<file path="config.mk">
export PLATFORM = sky130hd
export DESIGN_NAME = output_collector
export DESIGN_NICKNAME = d
export VERILOG_FILES = /design/src/rtl/sys_defs.sv /design/src/rtl/output_buffer.sv /design/src/rtl/output_collector.sv
export SDC_FILE = /design/constraint.sdc
export NUM_CORES = 1
export LEC_CHECK = 0
export CAP_MARGIN = 25
export CORE_UTILIZATION = 40
export DETAILED_ROUTE_END_ITERATION = 8
export GPL_ROUTABILITY_DRIVEN = 0
export SLEW_MARGIN = 20
export SYNTH_ARGS = -nofsm -noshare
export SYNTH_HDL_FRONTEND = slang
export SYNTH_SLANG_ARGS = --single-unit
</file>
<file path="constraint.sdc">
create_clock -name clock -period 6.3 [get_ports clock]
set_input_delay 1.26 -clock clock [delete_from_list [all_inputs] [get_ports clock]]
set_output_delay 1.26 -clock clock [all_outputs]
set_load 0.02 [all_outputs]
</file>
<file path="src/rtl/sys_defs.sv">
// Shared constants, collector state encoding and sizing helper for the convolution
// output path.
package sys_defs;

    localparam int OUT_BIN_LEN   = 16;
    localparam int INPUT_HEIGHT  = 8;
    localparam int INPUT_WIDTH   = 8;
    localparam int KERNEL_HEIGHT = 3;
    localparam int KERNEL_WIDTH  = 3;

    typedef enum logic [1:0] {
        IDLE,
        COLLECT,
        FULL,
        DONE
    } collect_state_e;

    // Address width for a memory of 'depth' entries; never narrower than one bit.
    function automatic int addr_bits(input int depth);
        return (depth > 1) ? $clog2(depth) : 1;
    endfunction

endpackage

</file>
<file path="src/rtl/output_buffer.sv">
// Feature-map sample store: one write port and one registered read port.
// Reads of the address being written return the previous contents.
module output_buffer
    import sys_defs::*;
#(
    parameter int DEPTH = 4,
    parameter int WIDTH = OUT_BIN_LEN,
    parameter int AW    = addr_bits(DEPTH)
) (
    input  logic             clock,
    input  logic             reset,
    input  logic             wr_en_i,
    input  logic [AW-1:0]    wr_addr_i,
    input  logic [WIDTH-1:0] wr_data_i,
    input  logic [AW-1:0]    rd_addr_i,
    output logic [WIDTH-1:0] rd_data_o
);

    localparam logic [AW:0] DEPTH_C = (AW + 1)'(DEPTH);

    logic [WIDTH-1:0] mem_q [DEPTH];
    logic [WIDTH-1:0] rd_data_q;

    // NOTE: the array has no reset so it maps onto RAM; samples survive a reset.
    always_ff @(posedge clock) begin
        if (wr_en_i) begin
            mem_q[wr_addr_i] <= wr_data_i;
        end
    end

    // NOTE: non-blocking reads see the pre-write value, giving old-data on collision.
    always_ff @(posedge clock) begin
        if (reset) begin
            rd_data_q <= '0;
        end else if ({1'b0, rd_addr_i} < DEPTH_C) begin
            rd_data_q <= mem_q[rd_addr_i];
        end else begin
            rd_data_q <= '0;
        end
    end

    assign rd_data_o = rd_data_q;

endmodule

</file>
<file path="src/rtl/output_collector.sv">
// Gathers one frame of processing-unit results into the output buffer and flags
// short frames and overflow.
module output_collector
    import sys_defs::*;
#(
    parameter int OUT_H = INPUT_HEIGHT - KERNEL_HEIGHT + 1,
    parameter int OUT_W = INPUT_WIDTH - KERNEL_WIDTH + 1,
    parameter int RELU  = 0
) (
    input  logic                                 clock,
    input  logic                                 reset,
    input  logic                                 start,
    input  logic [OUT_BIN_LEN-1:0]               output_val,
    input  logic                                 output_valid,
    input  logic                                 pu_done,
    input  logic [addr_bits(OUT_H*OUT_W)-1:0]    rd_addr,
    output logic [OUT_BIN_LEN-1:0]               rd_data,
    output logic                                 busy,
    output logic                                 frame_done,
    output logic                                 error
);

    localparam int DEPTH = OUT_H * OUT_W;
    localparam int AW    = addr_bits(DEPTH);
    localparam int CW    = $clog2(DEPTH + 1);
    localparam logic [CW-1:0] DEPTH_C = CW'(DEPTH);

    collect_state_e         state_q, state_d;
    logic [AW-1:0]          wr_ptr_q, wr_ptr_d;
    logic [CW-1:0]          count_q, count_d;
    logic                   error_q, error_d;
    logic                   wr_en;
    logic [OUT_BIN_LEN-1:0] wr_data;

    always_comb begin
        wr_data = output_val;
        if ((RELU != 0) && output_val[OUT_BIN_LEN-1]) begin
            wr_data = '0;
        end
    end

    // NOTE: every output gets a default first so no path can infer a latch.
    always_comb begin
        state_d  = state_q;
        wr_ptr_d = wr_ptr_q;
        count_d  = count_q;
        error_d  = error_q;
        wr_en    = 1'b0;

        unique case (state_q)
            IDLE: begin
                if (start) begin
                    state_d  = COLLECT;
                    wr_ptr_d = '0;
                    count_d  = '0;
                    error_d  = 1'b0;
                end
            end
            COLLECT: begin
                if (output_valid) begin
                    wr_en    = 1'b1;
                    wr_ptr_d = wr_ptr_q + 1'b1;
                    count_d  = count_q + 1'b1;
                end
                // The end-of-frame test uses the count after any same-cycle write.
                if (pu_done) begin
                    if (count_d == DEPTH_C) begin
                        state_d = DONE;
                    end else begin
                        state_d = IDLE;
                        error_d = 1'b1;
                    end
                end else if (count_d == DEPTH_C) begin
                    state_d = FULL;
                end
            end
            FULL: begin
                if (output_valid) begin
                    error_d = 1'b1;
                end
                if (pu_done) begin
                    state_d = DONE;
                end
            end
            DONE: begin
                state_d = IDLE;
            end
            default: begin
                state_d = IDLE;
            end
        endcase
    end

    always_ff @(posedge clock) begin
        if (reset) begin
            state_q  <= IDLE;
            wr_ptr_q <= '0;
            count_q  <= '0;
            error_q  <= 1'b0;
        end else begin
            state_q  <= state_d;
            wr_ptr_q <= wr_ptr_d;
            count_q  <= count_d;
            error_q  <= error_d;
        end
    end

    assign busy       = (state_q == COLLECT) || (state_q == FULL);
    assign frame_done = (state_q == DONE);
    assign error      = error_q;

    output_buffer #(
        .DEPTH (DEPTH),
        .WIDTH (OUT_BIN_LEN),
        .AW    (AW)
    ) u_output_buffer (
        .clock     (clock),
        .reset     (reset),
        .wr_en_i   (wr_en),
        .wr_addr_i (wr_ptr_q),
        .wr_data_i (wr_data),
        .rd_addr_i (rd_addr),
        .rd_data_o (rd_data)
    );

endmodule

</file>
==> flow_summary.toml, run 1 <==
[detailed_routing]
dr.first_iter.drc_count = 1151
first_pass_iters = 6
wl_met2_um = 25700
wl_met1_um = 24000
route.detailed.wl_per_inst_um = 27.1
final_antenna_net_count = 0
wirelength_um = 54100
vias_per_cell = 5.68
drc = 0
vias = 11300
wl_met3_um = 3650
top_layer_used = "met4"

[synthesis]
avgSynthCellArea_um2 = 21.6
synth_flop_cell = "edfxtp_1"
synth.distinct_cells = 44
synth-edff-count = 576
synth_cells = 1085
yosys_warnings = 0
synthesis.nets = 1118
async_reset_ff_share_pct = 0
synth_seq_cells = 607
ys_seq_area_share_pct = 76.5
syn_area_um2 = 23400

[final_layout]
diodes = 0
ff_latch_area_um2 = 17900
fill_cells = 4766
final_core_util_pct = 46.3
mostFrequentLayoutCell = "edfxtp_1"
syn2layout_area_growth_pct = 14.4
multiInputGateArea_um2 = 5250
drive_gt1_share_pct = 27.2
final_nets = 1226
layout.cells.most_common_list = "edfxtp_1 (576), mux4_2 (160), clkbuf_16 (58), nor2_1 (55), buf_4 (45)"

[place]
hpwl_um = 32600
post-place-ws_ns = 2.20
port_buffers = 45

[clocking]
hold_buffers = 0
cts_resized = 0
clk_latency_ns = 0.62
cts_tree = "done"
clkSlewWorstSetupHoldPaths_ns = 0.06
clock_sinks = 607
clock-root-buffer = "clkbuf_16"
cts_buffers = 58
clock_path_buffers = 3
post-cts-setup-buffers = 0
ctsHtreeMaxLevel = 2

[power_and_ir_drop]
p_leak_nw = 8.27
total_power_mw = 8.01
powerDensity_nw_per_um2 = 299
peakVddDrop_v = 0.000233

[sta]
rsz0062_at_grt = "no"
finalSetupViolCount = 0
clock_skew_ns = 0.0285
fin_ws_ns = 2.90
final_max_slew_viol_count = 0
finalCriticalPeriod_ns = 3.40
fin_crit_sh_pct = 54.0
hold_violations = 0
max_freq_mhz = 294
maxSlewHeadroom_pct = 33.2
tightest_slew_ns = 1.00
finalSetupTns_ns = 0

[setup_path]
criticalPathCategory = "in -> reg"
cp-end-kind = "flop"
arrival_ns = 3.88
start_kind = "primary input"
critPathMaxFanout = 77
crit_required_ns = 6.78

[floorplan]
rows = 88
start_util_pct = 40.5
dieHeight_um = 244
dieArea_um2 = 59500
core_area_um2 = 57800
die_x_um = 244
io_pins = 46

[min_path]
hold_path_class = "reg -> reg"

[global_route]
grt_start_max_net_pins = 78
grt_usage_pct = 18.6
grt_pass1_wl_um = 80000
grt_pass1_vias = 11300
grt_overflow = 0
antenna_found_initial = 1

[run]
maxCapViolCount = 0

[run_status]
status = "completed"
[final cells by class]
class / instances / share of cell area [%]
well taps: 765 / 3.57
flip-flops and latches: 607 / 66.9
inverters: 5 / 0.0701
clock buffers: 82 / 5.90
multi-input cells: 418 / 19.6
repair buffers: 103 / 3.58
clock inverters: 17 / 0.388
[synthesized netlist by cell type, drive strengths merged (2+ instances only)]
master  number  share of area (%)
nor2        73                1.2
and3         2              0.053
a22oi        6               0.19
nor2b       19               0.51
mux2i        4               0.17
nand3        4              0.085
a21o         3              0.096
nor4         2              0.053
a211oi      16               0.51
or3          3              0.080
nand2b       6               0.16
nand3b       3              0.096
or2          3              0.080
o221ai      17               0.64
mux2        17               0.82
inv          4              0.064
xor2         5               0.19
o21ai        5               0.11
nand2       20               0.32
dfxtp       31                2.7
edfxtp     576                 74
a21oi        7               0.15
nor3        22               0.47
mux4       160                 15
buf         30               0.85
ha           6               0.32
nand4        4               0.11
clkbuf      25               0.41
[path summary, 6_finish.rpt]
| path | endpoint | slack (ns) | start | depth (start not counted) |
|---|---|---|---|---|
| worst min register to register | error$_SDFFE_PP0P_ | 0.48 | error$_SDFFE_PP0P_ | 2 |
| worst min-delay path | error$_SDFFE_PP0P_ | 0.48 | error$_SDFFE_PP0P_ | 2 |
| worst max register to register | u_output_buffer.mem_q[3][14]$_DFFE_PP_ | 3.34 | state_q[0]$_SDFFE_PP0P_ | 5 |
| worst max-delay path | u_output_buffer.rd_data_o[13]$_SDFF_PP0_ | 2.90 | rd_addr[1] | 7 |
[through the flow]
stage | instance area, um^2 | hold WS (ns) | instances
6_report | 26800 | 0.475 | 1997
5_1_grt | 26800 | 0.512 | 1997
4_1_cts | 26700 | 0.481 | 1992
3_5_place_dp | 25000 | 0.468 | 1893
3_3_place_gp | 24900 | 0.464 | 1887
2_1_floorplan | 23400 | 0.488 | 1085
[where the power goes]
group / leakage [nW] / internal (mW) / switching [mW]
clock: 0.815 / 1.74 / 1.42
combinational: 2.03 / 0.168 / 0.253
sequential: 5.43 / 4.43 / 0.0108
total: 8.27 / 6.33 / 1.68
[critical path, cell delays in order]
cell and delay (ns):
buf_6 0.62, buf_4 0.39, buf_4 0.29, mux4_2 0.34
mux2_2 0.30, o221ai_1 0.49, nor3_1 0.09
[metal layers]
layer	vias to the layer above	track usage (%)
li1	4728	-
met1	6169	27.9
met2	379	28.8
met3	71	3.18
met4	0	3.47
met5	-	0
[flip-flops by register name, indices dropped and copies added, names as in the netlist, named ones only]
| name | flops |
|---|---|
| state_q | 1 |
| u_output_buffer.rd_data_o | 16 |
| wr_ptr_q | 6 |
| count_q | 6 |
| error | 1 |
| u_output_buffer.mem_q | 576 |
[cell families after synthesis]
logic type      Yosys count  share of synthesized area (%)
flops                   607                           76.5
buf+inv                  60                           1.34
xor+xnor                  6                          0.224
compound gates           61                           1.93
mux                     181                           16.4
fa+ha+maj                 6                          0.321
simple gates            164                           3.29
No activity file was read; power rests on OpenSTA's default activity.
==> run 2, diff against run 1 <==
==> constraint.sdc (replaced) <==
create_clock -name clock -period 3.5 [get_ports clock]
set_input_delay 0.7 -clock clock [delete_from_list [all_inputs] [get_ports clock]]
set_output_delay 0.7 -clock clock [all_outputs]
set_load 0.02 [all_outputs]
==> flow_summary.toml, run 2 (synthesis gave the netlist of run 1 again) <==
[sta]
holdWs_ns = 0.493
clock_skew_ns = 0.0193
finalSetupTns_ns = 0
final_max_slew_viol_count = 0
max_freq_mhz = 362
fin_crit_sh_pct = 79.0
maxSlewHeadroom_pct = 61.6
finalSetupViolCount = 0
finalCriticalPeriod_ns = 2.76
hold_violations = 0
tightest_slew_ns = 0.576
rsz0062_at_grt = "no"

[floorplan]
rows = 88
dieArea_um2 = 59500
die_x_um = 244
start_util_pct = 40.5
core_area_um2 = 57800
dieHeight_um = 244
io_pins = 46

[final_layout]
layout.cells.most_common_list = "edfxtp_1 (576), mux4_2 (160), buf_4 (92), clkbuf_16 (59), nor2_1 (55)"
mostFrequentLayoutCell = "edfxtp_1"
final_core_util_pct = 47.1
largest_reg_flops = 576
syn2layout_area_growth_pct = 16.2
drive_gt1_share_pct = 29.7
final_nets = 1268
fill_cells = 4800
regMostFlops = "u_output_buffer.mem_q"

[setup_path]
arrival_ns = 2.06
critPathMaxFanout = 6
cp-end-kind = "output pin"
cpLargestDelayFamily = "buffers and inverters"
crit_buf_inv = 2
start_kind = "flop"
criticalPathCategory = "reg -> out"
worstPathCellList = "inv_1 > ha_1 > clkdlybuf4s50_1"
max_stage_delay_ns = 0.60
crit_required_ns = 2.80
worst_path_max_delay_cell = "clkdlybuf4s50_1"

[place]
port_buffers = 45
hpwl_um = 33300

[clocking]
hold_buffers = 0
clock-root-buffer = "clkbuf_16"
cts_tree = "done"
clkSlewWorstSetupHoldPaths_ns = 0.06
cts_buffers = 58
clock_path_buffers = 3
ctsHtreeMaxLevel = 2
clk_latency_ns = 0.61
clock_sinks = 607
post-cts-setup-buffers = 0
cts_resized = 0

[detailed_routing]
wirelength_um = 54500
drc = 0
final_antenna_net_count = 0
vias = 11300
first_pass_iters = 7
vias_per_cell = 5.53
dr.first_iter.drc_count = 1245
route.detailed.wl_per_inst_um = 26.6

[power_and_ir_drop]
p_int_mw = 11.7
total_power_mw = 14.7
powerDensity_nw_per_um2 = 541
clkPwrFrac_pct = 40.4
p_leak_nw = 8.56
p_seq_share_pct = 54.2
switching_share_pct = 20.7
p_comb_share_pct = 5.4
peakVddDrop_v = 0.000474
p_sw_mw = 3.05

[global_route]
grt_pass1_vias = 11300
antenna_found_initial = 1
grt_usage_pct = 18.6
grt_start_max_net_pins = 37
grt_pass1_wl_um = 79600
grt_overflow = 0

[run_status]
status = "completed"

[min_path]
hold_path_class = "reg -> reg"

[run]
maxCapViolCount = 0
[run 2: worst paths after layout]
| kind | from | endpoint | slack [ns] | cells after the start |
|---|---|---|---|---|
| max | state_q[0]$_SDFFE_PP0P_ | busy | 0.74 | 3 |
| min | error$_SDFFE_PP0P_ | error$_SDFFE_PP0P_ | 0.49 | 2 |
| max reg2reg | flop | u_output_buffer.mem_q[35][5]$_DFFE_PP_ | 0.94 | 7 |
| min reg2reg | error$_SDFFE_PP0P_ | error$_SDFFE_PP0P_ | 0.49 | 2 |
[run 2: metal layers]
metal | vias up | global-route usage (%) | wire length (um)
met5 | - | 0 | 0
met4 | 0 | 3.84 | 802
met3 | 52 | 3.47 | 3850
met2 | 376 | 28.2 | 25300
met1 | 6072 | 28.1 | 24500
li1 | 4834 | - | -
[run 2: worst reg2reg max path, stage by stage, from the launching register on]
cell     delay (ns)
dfxtp_1        0.36
inv_1          0.11
ha_1           0.53
nand2_1        0.19
nor2_1         0.30
nand3_1        0.25
nor2_1         0.18
buf_4          0.30
[run 2: layout make-up]
type | count | area (um^2) | share of cell area, %
clock inverter | 29 | 209 | 0.768
clock buffer | 78 | 1590 | 5.83
multi-input combinational | 418 | 5230 | 19.2
timing repair buffer | 145 | 1300 | 4.77
inverter | 5 | 18.8 | 0.0689
tap | 765 | 957 | 3.52
sequential | 607 | 17900 | 65.8
antenna | 1 | 2.50 | 0.00919
[run 2: power by group through the flow]
stage	Combinational (mW)	Sequential, mW	Clock (mW)
2_1_floorplan	0.401	8.15	0
3_3_place_gp	0.794	8.14	0
3_5_place_dp	0.802	8.14	0
4_1_cts	0.806	7.99	6.07
5_1_grt	0.845	7.99	6.34
6_report	0.791	7.99	5.96
[run 2: through the flow]
| stage | instances | area [um^2] | setup WS, ns |
|---|---|---|---|
| after CTS | 2047 | 27200 | 0.702 |
| after floorplan | 1085 | 23400 | 0.951 |
| after global routing | 2047 | 27200 | 0.652 |
| after global placement | 1940 | 25400 | 0.476 |
| after detailed placement | 1940 | 25400 | 0.471 |
| final | 2048 | 27200 | 0.735 |
